File: src/rtl/arbitro_memoria.sv
// arbitro_memoria: two-way (CPU/DMA) arbiter for the single memory port.
// Registered grants, round-robin on conflicts, optional DMA burst limit.
//
// Ports:
//   Reloj, Reiniciar            clock, synchronous active-low reset
//   ReqCPU/ReqDMA               bus requests (held for whole ownership)
//   DirX/DatoEscX/EscX          requester address, write data, write flag
//   GntCPU/GntDMA               registered grants (one-hot or idle)
//   ListoCPU/ListoDMA           transfer complete for the owner
//   DatoLeido                   read data pass-through
//   MemDir/MemDatoEsc/MemEsc    muxed memory address, data, write strobe
//   MemSel                      memory access active
//   MemListo/MemDatoLeido       memory completion and read data
//
// Build option: define ARBITRO_RAFAGA_EN to enable the burst limit
// (RAFAGA_MAX transfers per grant while the other side waits).
module arbitro_memoria #(
    parameter int unsigned ANCHO_DIR  = 16,
    parameter int unsigned ANCHO_DATO = 16,
    parameter int unsigned RAFAGA_MAX = 8
) (
    input  logic                  Reloj,
    input  logic                  Reiniciar,
    input  logic                  ReqCPU,
    input  logic                  ReqDMA,
    input  logic [ANCHO_DIR-1:0]  DirCPU,
    input  logic [ANCHO_DIR-1:0]  DirDMA,
    input  logic [ANCHO_DATO-1:0] DatoEscCPU,
    input  logic [ANCHO_DATO-1:0] DatoEscDMA,
    input  logic                  EscCPU,
    input  logic                  EscDMA,
    output logic                  GntCPU,
    output logic                  GntDMA,
    output logic                  ListoCPU,
    output logic                  ListoDMA,
    output logic [ANCHO_DATO-1:0] DatoLeido,
    output logic [ANCHO_DIR-1:0]  MemDir,
    output logic [ANCHO_DATO-1:0] MemDatoEsc,
    output logic                  MemEsc,
    output logic                  MemSel,
    input  logic                  MemListo,
    input  logic [ANCHO_DATO-1:0] MemDatoLeido
);

    if (RAFAGA_MAX < 1) begin : g_rafaga_invalida
        $error("arbitro_memoria: RAFAGA_MAX must be >= 1");
    end

    typedef enum logic [1:0] {
        LIBRE    = 2'd0,
        SERV_CPU = 2'd1,
        SERV_DMA = 2'd2
    } estado_t;

    // Ultimo encoding: which side owned the bus last.
    localparam logic ULT_CPU = 1'b0;
    localparam logic ULT_DMA = 1'b1;

    estado_t estado_q;
    logic    gnt_cpu_q;
    logic    gnt_dma_q;
    logic    ultimo_q;

    logic sel_cpu_d;
    logic sel_dma_d;
    logic liberar_d;
    logic gana_cpu_d;

`ifdef ARBITRO_RAFAGA_EN
    localparam int unsigned ANCHO_CUENTA = $clog2(RAFAGA_MAX) + 1;
    localparam logic [ANCHO_CUENTA-1:0] CUENTA_FIN =
        ANCHO_CUENTA'(RAFAGA_MAX - 1);

    logic [ANCHO_CUENTA-1:0] cuenta_q;
    logic                    listo_own_d;
    logic                    limite_d;
    logic                    otra_req_d;
`endif

    // An access is live only while the owner still requests.
    assign sel_cpu_d = gnt_cpu_q & ReqCPU;
    assign sel_dma_d = gnt_dma_q & ReqDMA;

    assign GntCPU    = gnt_cpu_q;
    assign GntDMA    = gnt_dma_q;
    assign MemSel    = sel_cpu_d | sel_dma_d;
    assign ListoCPU  = MemListo & sel_cpu_d;
    assign ListoDMA  = MemListo & sel_dma_d;
    assign DatoLeido = MemDatoLeido;

    always_comb begin
        MemDir     = '0;
        MemDatoEsc = '0;
        MemEsc     = 1'b0;
        unique case (1'b1)
            gnt_cpu_q: begin
                MemDir     = DirCPU;
                MemDatoEsc = DatoEscCPU;
                MemEsc     = EscCPU & ReqCPU;
            end
            gnt_dma_q: begin
                MemDir     = DirDMA;
                MemDatoEsc = DatoEscDMA;
                MemEsc     = EscDMA & ReqDMA;
            end
            default: ;
        endcase
    end

    // Conflict from LIBRE goes to the side that did not own last.
    assign gana_cpu_d = ReqCPU & (~ReqDMA | (ultimo_q == ULT_DMA));

`ifdef ARBITRO_RAFAGA_EN
    assign listo_own_d = ListoCPU | ListoDMA;
    assign limite_d    = listo_own_d & (cuenta_q == CUENTA_FIN);
    assign otra_req_d  = gnt_cpu_q ? ReqDMA : ReqCPU;
`endif

    always_comb begin
        liberar_d = (gnt_cpu_q & ~ReqCPU) | (gnt_dma_q & ~ReqDMA);
`ifdef ARBITRO_RAFAGA_EN
        if (limite_d && otra_req_d) begin
            liberar_d = 1'b1;
        end
`endif
    end

    always_ff @(posedge Reloj) begin
        if (!Reiniciar) begin
            estado_q  <= LIBRE;
            gnt_cpu_q <= 1'b0;
            gnt_dma_q <= 1'b0;
            ultimo_q  <= ULT_DMA;
`ifdef ARBITRO_RAFAGA_EN
            cuenta_q  <= '0;
`endif
        end else begin
            unique case (estado_q)
                LIBRE: begin
                    if (gana_cpu_d) begin
                        estado_q  <= SERV_CPU;
                        gnt_cpu_q <= 1'b1;
`ifdef ARBITRO_RAFAGA_EN
                        cuenta_q  <= '0;
`endif
                    end else if (ReqDMA) begin
                        estado_q  <= SERV_DMA;
                        gnt_dma_q <= 1'b1;
`ifdef ARBITRO_RAFAGA_EN
                        cuenta_q  <= '0;
`endif
                    end
                end
                SERV_CPU, SERV_DMA: begin
                    if (liberar_d) begin
                        estado_q  <= LIBRE;
                        gnt_cpu_q <= 1'b0;
                        gnt_dma_q <= 1'b0;
                        ultimo_q  <= (estado_q == SERV_DMA) ? ULT_DMA
                                                            : ULT_CPU;
                    end
`ifdef ARBITRO_RAFAGA_EN
                    // Limit hit with nobody waiting: restart the burst.
                    if (listo_own_d) begin
                        cuenta_q <= limite_d ? '0
                                             : cuenta_q + ANCHO_CUENTA'(1);
                    end
`endif
                end
                default: begin
                    estado_q  <= LIBRE;
                    gnt_cpu_q <= 1'b0;
                    gnt_dma_q <= 1'b0;
                end
            endcase
        end
    end

endmodule
File: config.mk
export PLATFORM = sky130hd
export DESIGN_NAME = arbitro_memoria
export DESIGN_NICKNAME = d
export VERILOG_FILES = /design/src/rtl/arbitro_memoria.sv
export SDC_FILE = /design/constraint.sdc
export NUM_CORES = 1
export LEC_CHECK = 0
export BUFFER_PORTS_ARGS = -buffer_cell sky130_fd_sc_hd__buf_2
export CORE_ASPECT_RATIO = 0.7
export CORE_UTILIZATION = 27
export DETAILED_ROUTE_END_ITERATION = 16
export PLACE_DENSITY_LB_ADDON = 0.25
export SLEW_MARGIN = 20
export SYNTH_ARGS = -nofsm -noshare
export SYNTH_HDL_FRONTEND = slang
export SYNTH_SLANG_ARGS = --single-unit
File: constraint.sdc
create_clock -name Reloj -period 1.4 [get_ports Reloj]
set_input_delay 0.35 -clock Reloj [delete_from_list [all_inputs] [get_ports Reloj]]
set_output_delay 0.35 -clock Reloj [all_outputs]
set_load 0.005 [all_outputs]
==> results.rst <==
.. list-table::
   :header-rows: 1

   * - Metric
     - Value
   * - # IOs
     - between 100 and 150
   * - Antenna Cells
     - 0
   * - Insertion delay to the later sink of the worst-skew pair
     - 0.22 ns
   * - Horiz. Die Dim
     - ~67 um
   * - Count of max-cap constraint violations
     - 0
   * - Area enclosed by the die boundary
     - 3190 um^2
   * - Count of nets left with antenna violations after detail routing
     - 0
   * - VDD IR max
     - ~1.0 mV
   * - Number of distinct library cells after synthesis
     - 21
   * - Path type of the worst setup path
     - reg2out
   * - Wire length of the first global-routing pass
     - 3570 um
   * - Utilization of the core after routing
     - a little under half
   * - Most frequent cells after synthesis
     - sky130_fd_sc_hd__a22o_1 (33), sky130_fd_sc_hd__buf_4 (16), sky130_fd_sc_hd__buf_2 (8)
   * - Data arrival, critical path
     - ~1.0 ns
   * - Post-synthesis instance area
     - 800 um^2
   * - Largest fanout of any net on the critical path
     - 13
   * - NetSw
     - 0.822 mW
   * - Required time reported for the critical path endpoint
     - approximately 1.1 ns
   * - Combined buffer and inverter count along the critical path
     - 2
   * - Power share of the sequential group
     - a little under an eighth
   * - Overflow after GRT
     - 0
   * - Area of all placed cells without fillers
     - 1340 um^2
   * - Dominant cell type by area after synthesis
     - sky130_fd_sc_hd__a22o_1
   * - Clock Sinks
     - 5
   * - Most frequently used flop master after synthesis
     - sky130_fd_sc_hd__dfxtp_1
   * - PwrDens
     - 1550 nW/um^2
   * - Final Critical Period
     - 1.39 ns
   * - HPWL after detailed placement
     - between 2000 and 2500 um
   * - Maximum number of pins on one net before global-route repair
     - 26
   * - RSZ-0062 raised after global routing
     - true
   * - Gpl congestion
     - between 0.8 and 0.9
   * - Initial drt markers
     - 17
   * - Outcome
     - finished clean
   * - Final-stage net count
     - 278
   * - Worst Hold Path Cells
     - 2
   * - Cell with the most instances after synthesis
     - sky130_fd_sc_hd__a22o_1
   * - Portion of the clock cycle consumed by the worst path in the final layout
     - between 90% and 100%
   * - H-tree depth
     - 1
   * - Leakage power summed over all cells
     - around 0.8 nW
   * - Setup slack on the worst flop-to-flop path
     - roughly 0.10 ns
   * - Post-Route WL
     - roughly 2700 um
   * - Share of power burned in the clock network
     - roughly an eighth
   * - Internal power component
     - between 1 and 1.5 mW
   * - Peak Freq
     - 717 MHz
   * - Share of synthesized registers carrying an async set or reset
     - 0%
   * - Fraction of power spent switching nets
     - between 30% and 40%
   * - Hold-fix buffer count after cts
     - 0
   * - Warning count from the yosys run
     - 0
   * - Number of buffers added by the clock tree synthesis step
     - 3
   * - Worst-path cell with the longest stage delay
     - sky130_fd_sc_hd__dfxtp_2
   * - Cells after synthesis
     - 95
   * - Hold worst-path end
     - ultimo_q
   * - Number of enable-type register cells in the synthesized netlist
     - 0
   * - Ordered list of cells on the worst path
     - buf_6 > a22o_1 > buf_2
   * - Launching element type of the critical path
     - flip-flop
   * - DRC violation count after routing
     - 0
   * - Worst clock skew
     - ~0.0011 ns
   * - Final setup violation count
     - 0
   * - Longest Clk Path Bufs
     - 2
   * - Vias after detailed routing
     - between 1000 and 1500
   * - Clock tree from TritonCTS
     - built
   * - Buffers on Ports
     - 108
   * - Register bit count reported by yosys
     - 5
   * - Endpoint of the lowest-slack register-to-register path
     - GntDMA
   * - Hold Violations, Final
     - 0
   * - CP Capture Type
     - primary output
   * - Total iterations of the first detailed-routing run
     - 5
   * - Placed cell areas
     - approximately 1300 um^2
   * - Placeable core region
     - between 2000 and 3000 um^2
   * - Vertical die dimension
     - between 40 and 50 um
   * - Worst min path class
     - in2reg
   * - Fraction of layout cells with a size suffix above 1
     - around two thirds
   * - Max-slew headroom at the worst pin
     - 84.8%
   * - Initial Utilization
     - between 20% and 30%
   * - Via count of the first global-routing pass
     - approximately 860
   * - Slowest Stage Delay on Critical Path
     - 0.33 ns
   * - Clock edge transition at the registers on the reported setup and hold paths
     - around 0.030 ns
   * - Fraction of synthesized cell area taken by the top area cell type
     - a little over a third
   * - Core Rows
     - 16
   * - Ranking of synthesized cells by area
     - sky130_fd_sc_hd__a22o_1 (36%), sky130_fd_sc_hd__buf_4 (15%), sky130_fd_sc_hd__dfxtp_1 (13%), sky130_fd_sc_hd__buf_2 (5.0%), sky130_fd_sc_hd__nand2b_4 (3.4%)
   * - GRT Total Usage
     - about 14%
   * - Cell family with the largest share of critical-path delay
     - flip-flops
   * - Path depth of the worst reg2reg path
     - 4
   * - Least-Margin Pin Slew
     - approximately 0.23 ns
   * - Net count after synthesis
     - approximately 180
   * - Final Max Tran Viols
     - 0
   * - Comb pwr share
     - 75.6%
   * - Relative area change from synthesis to final layout
     - 67.9%
   * - Hold_sp
     - Reiniciar
   * - Antenna violations before repair
     - 0
   * - Synth Area per Inst
     - about 8.4 um^2
   * - Crit. Startpoint
     - GntDMA
   * - Root Driver
     - sky130_fd_sc_hd__clkbuf_8
   * - Routed length per placed instance
     - ~12 um
   * - Launch instance of the worst register-to-register path
     - estado_q[0]
   * - DR vias/cell
     - between 4 and 5
   * - Seq/Total Area, Yosys
     - between 10 and 15%
==> power by group through the flow <==
stage | logic [mW] | clock network [mW] | registers (mW)
floorplan | 0.945 | 0 | 0.225
global placement | 1.46 | 0 | 0.227
detailed placement | 1.49 | 0 | 0.229
CTS | 1.51 | 0.268 | 0.231
global route | 1.72 | 0.280 | 0.256
finish | 1.57 | 0.260 | 0.248
==> stage by stage <==
stage          total power [mW]  worst slack [ns]  cells  hold slack [ns]  TNS (ns)
6_report                   2.08           0.00627    224            0.394         0
3_3_place_gp               1.69             0.132    219            0.449         0
4_1_cts                    2.01           -0.0156    223            0.391   -0.0312
5_1_grt                    2.26           -0.0340    224            0.414    -0.426
3_5_place_dp               1.72             0.107    219            0.451         0
2_1_floorplan              1.17             0.164     95            0.435         0
==> worst max path at each step <==
stage                     end  slack, ns  depth (start not counted)
6_report       MemDatoEsc[10]      0.006                          3
5_1_grt         MemDatoEsc[3]      -0.03                          3
4_1_cts        MemDatoEsc[10]      -0.02                          3
3_5_place_dp           GntDMA       0.11                          4
3_3_place_gp           GntDMA       0.13                          4
2_1_floorplan          GntCPU       0.16                          4
==> layer usage <==
layer	GRT usage, %	share of wire (%)	vias to the layer above
met4	1.70	0.62	0
met2	30.0	48	50
li1	-	-	538
met5	0	0	-
met1	14.6	41	476
met3	5.00	10	4
==> layout make-up <==
type                       count  area (um^2)
inverter                       7         26.3
timing repair buffer         113          611
sequential                     5          103
clock buffer                   4         45.0
tap                           36         45.0
fill                         283         1460
multi-input combinational     59          513
==> flip-flops by register name (all words and copies together), names as in the netlist <==
register,count
ultimo_q,1
GntCPU,1
GntDMA,1
estado_q,2
==> cells by family (layout without fill, tap and decap cells) <==
group	count (synthesis)	in the layout	share of synthesized area [%]
compound gates	43	43	48.5
fa+ha+maj	2	2	3.13
buf+inv	31	124	23.3
flops	5	5	12.5
mux	2	2	2.50
simple gates	12	12	10.0
==> layout by cell type, fill, tap and decap left out, drive strengths merged, types with 2 or more instances in the layout <==
cell type,n
and3,3
nand2,3
ha,2
clkbuf,4
inv,7
a22o,33
o221a,2
nand2b,2
nand3,2
dfxtp,5
mux2i,2
o211ai,2
buf,113
==> repair_timing <==
action	CTS	global route
hold endpoints to repair	0	0
resized for setup	2	8
setup endpoints to repair	25	36
pin swaps	0	0
buffers inserted	0	1
Note: power is estimated with default switching activity, not from simulation.
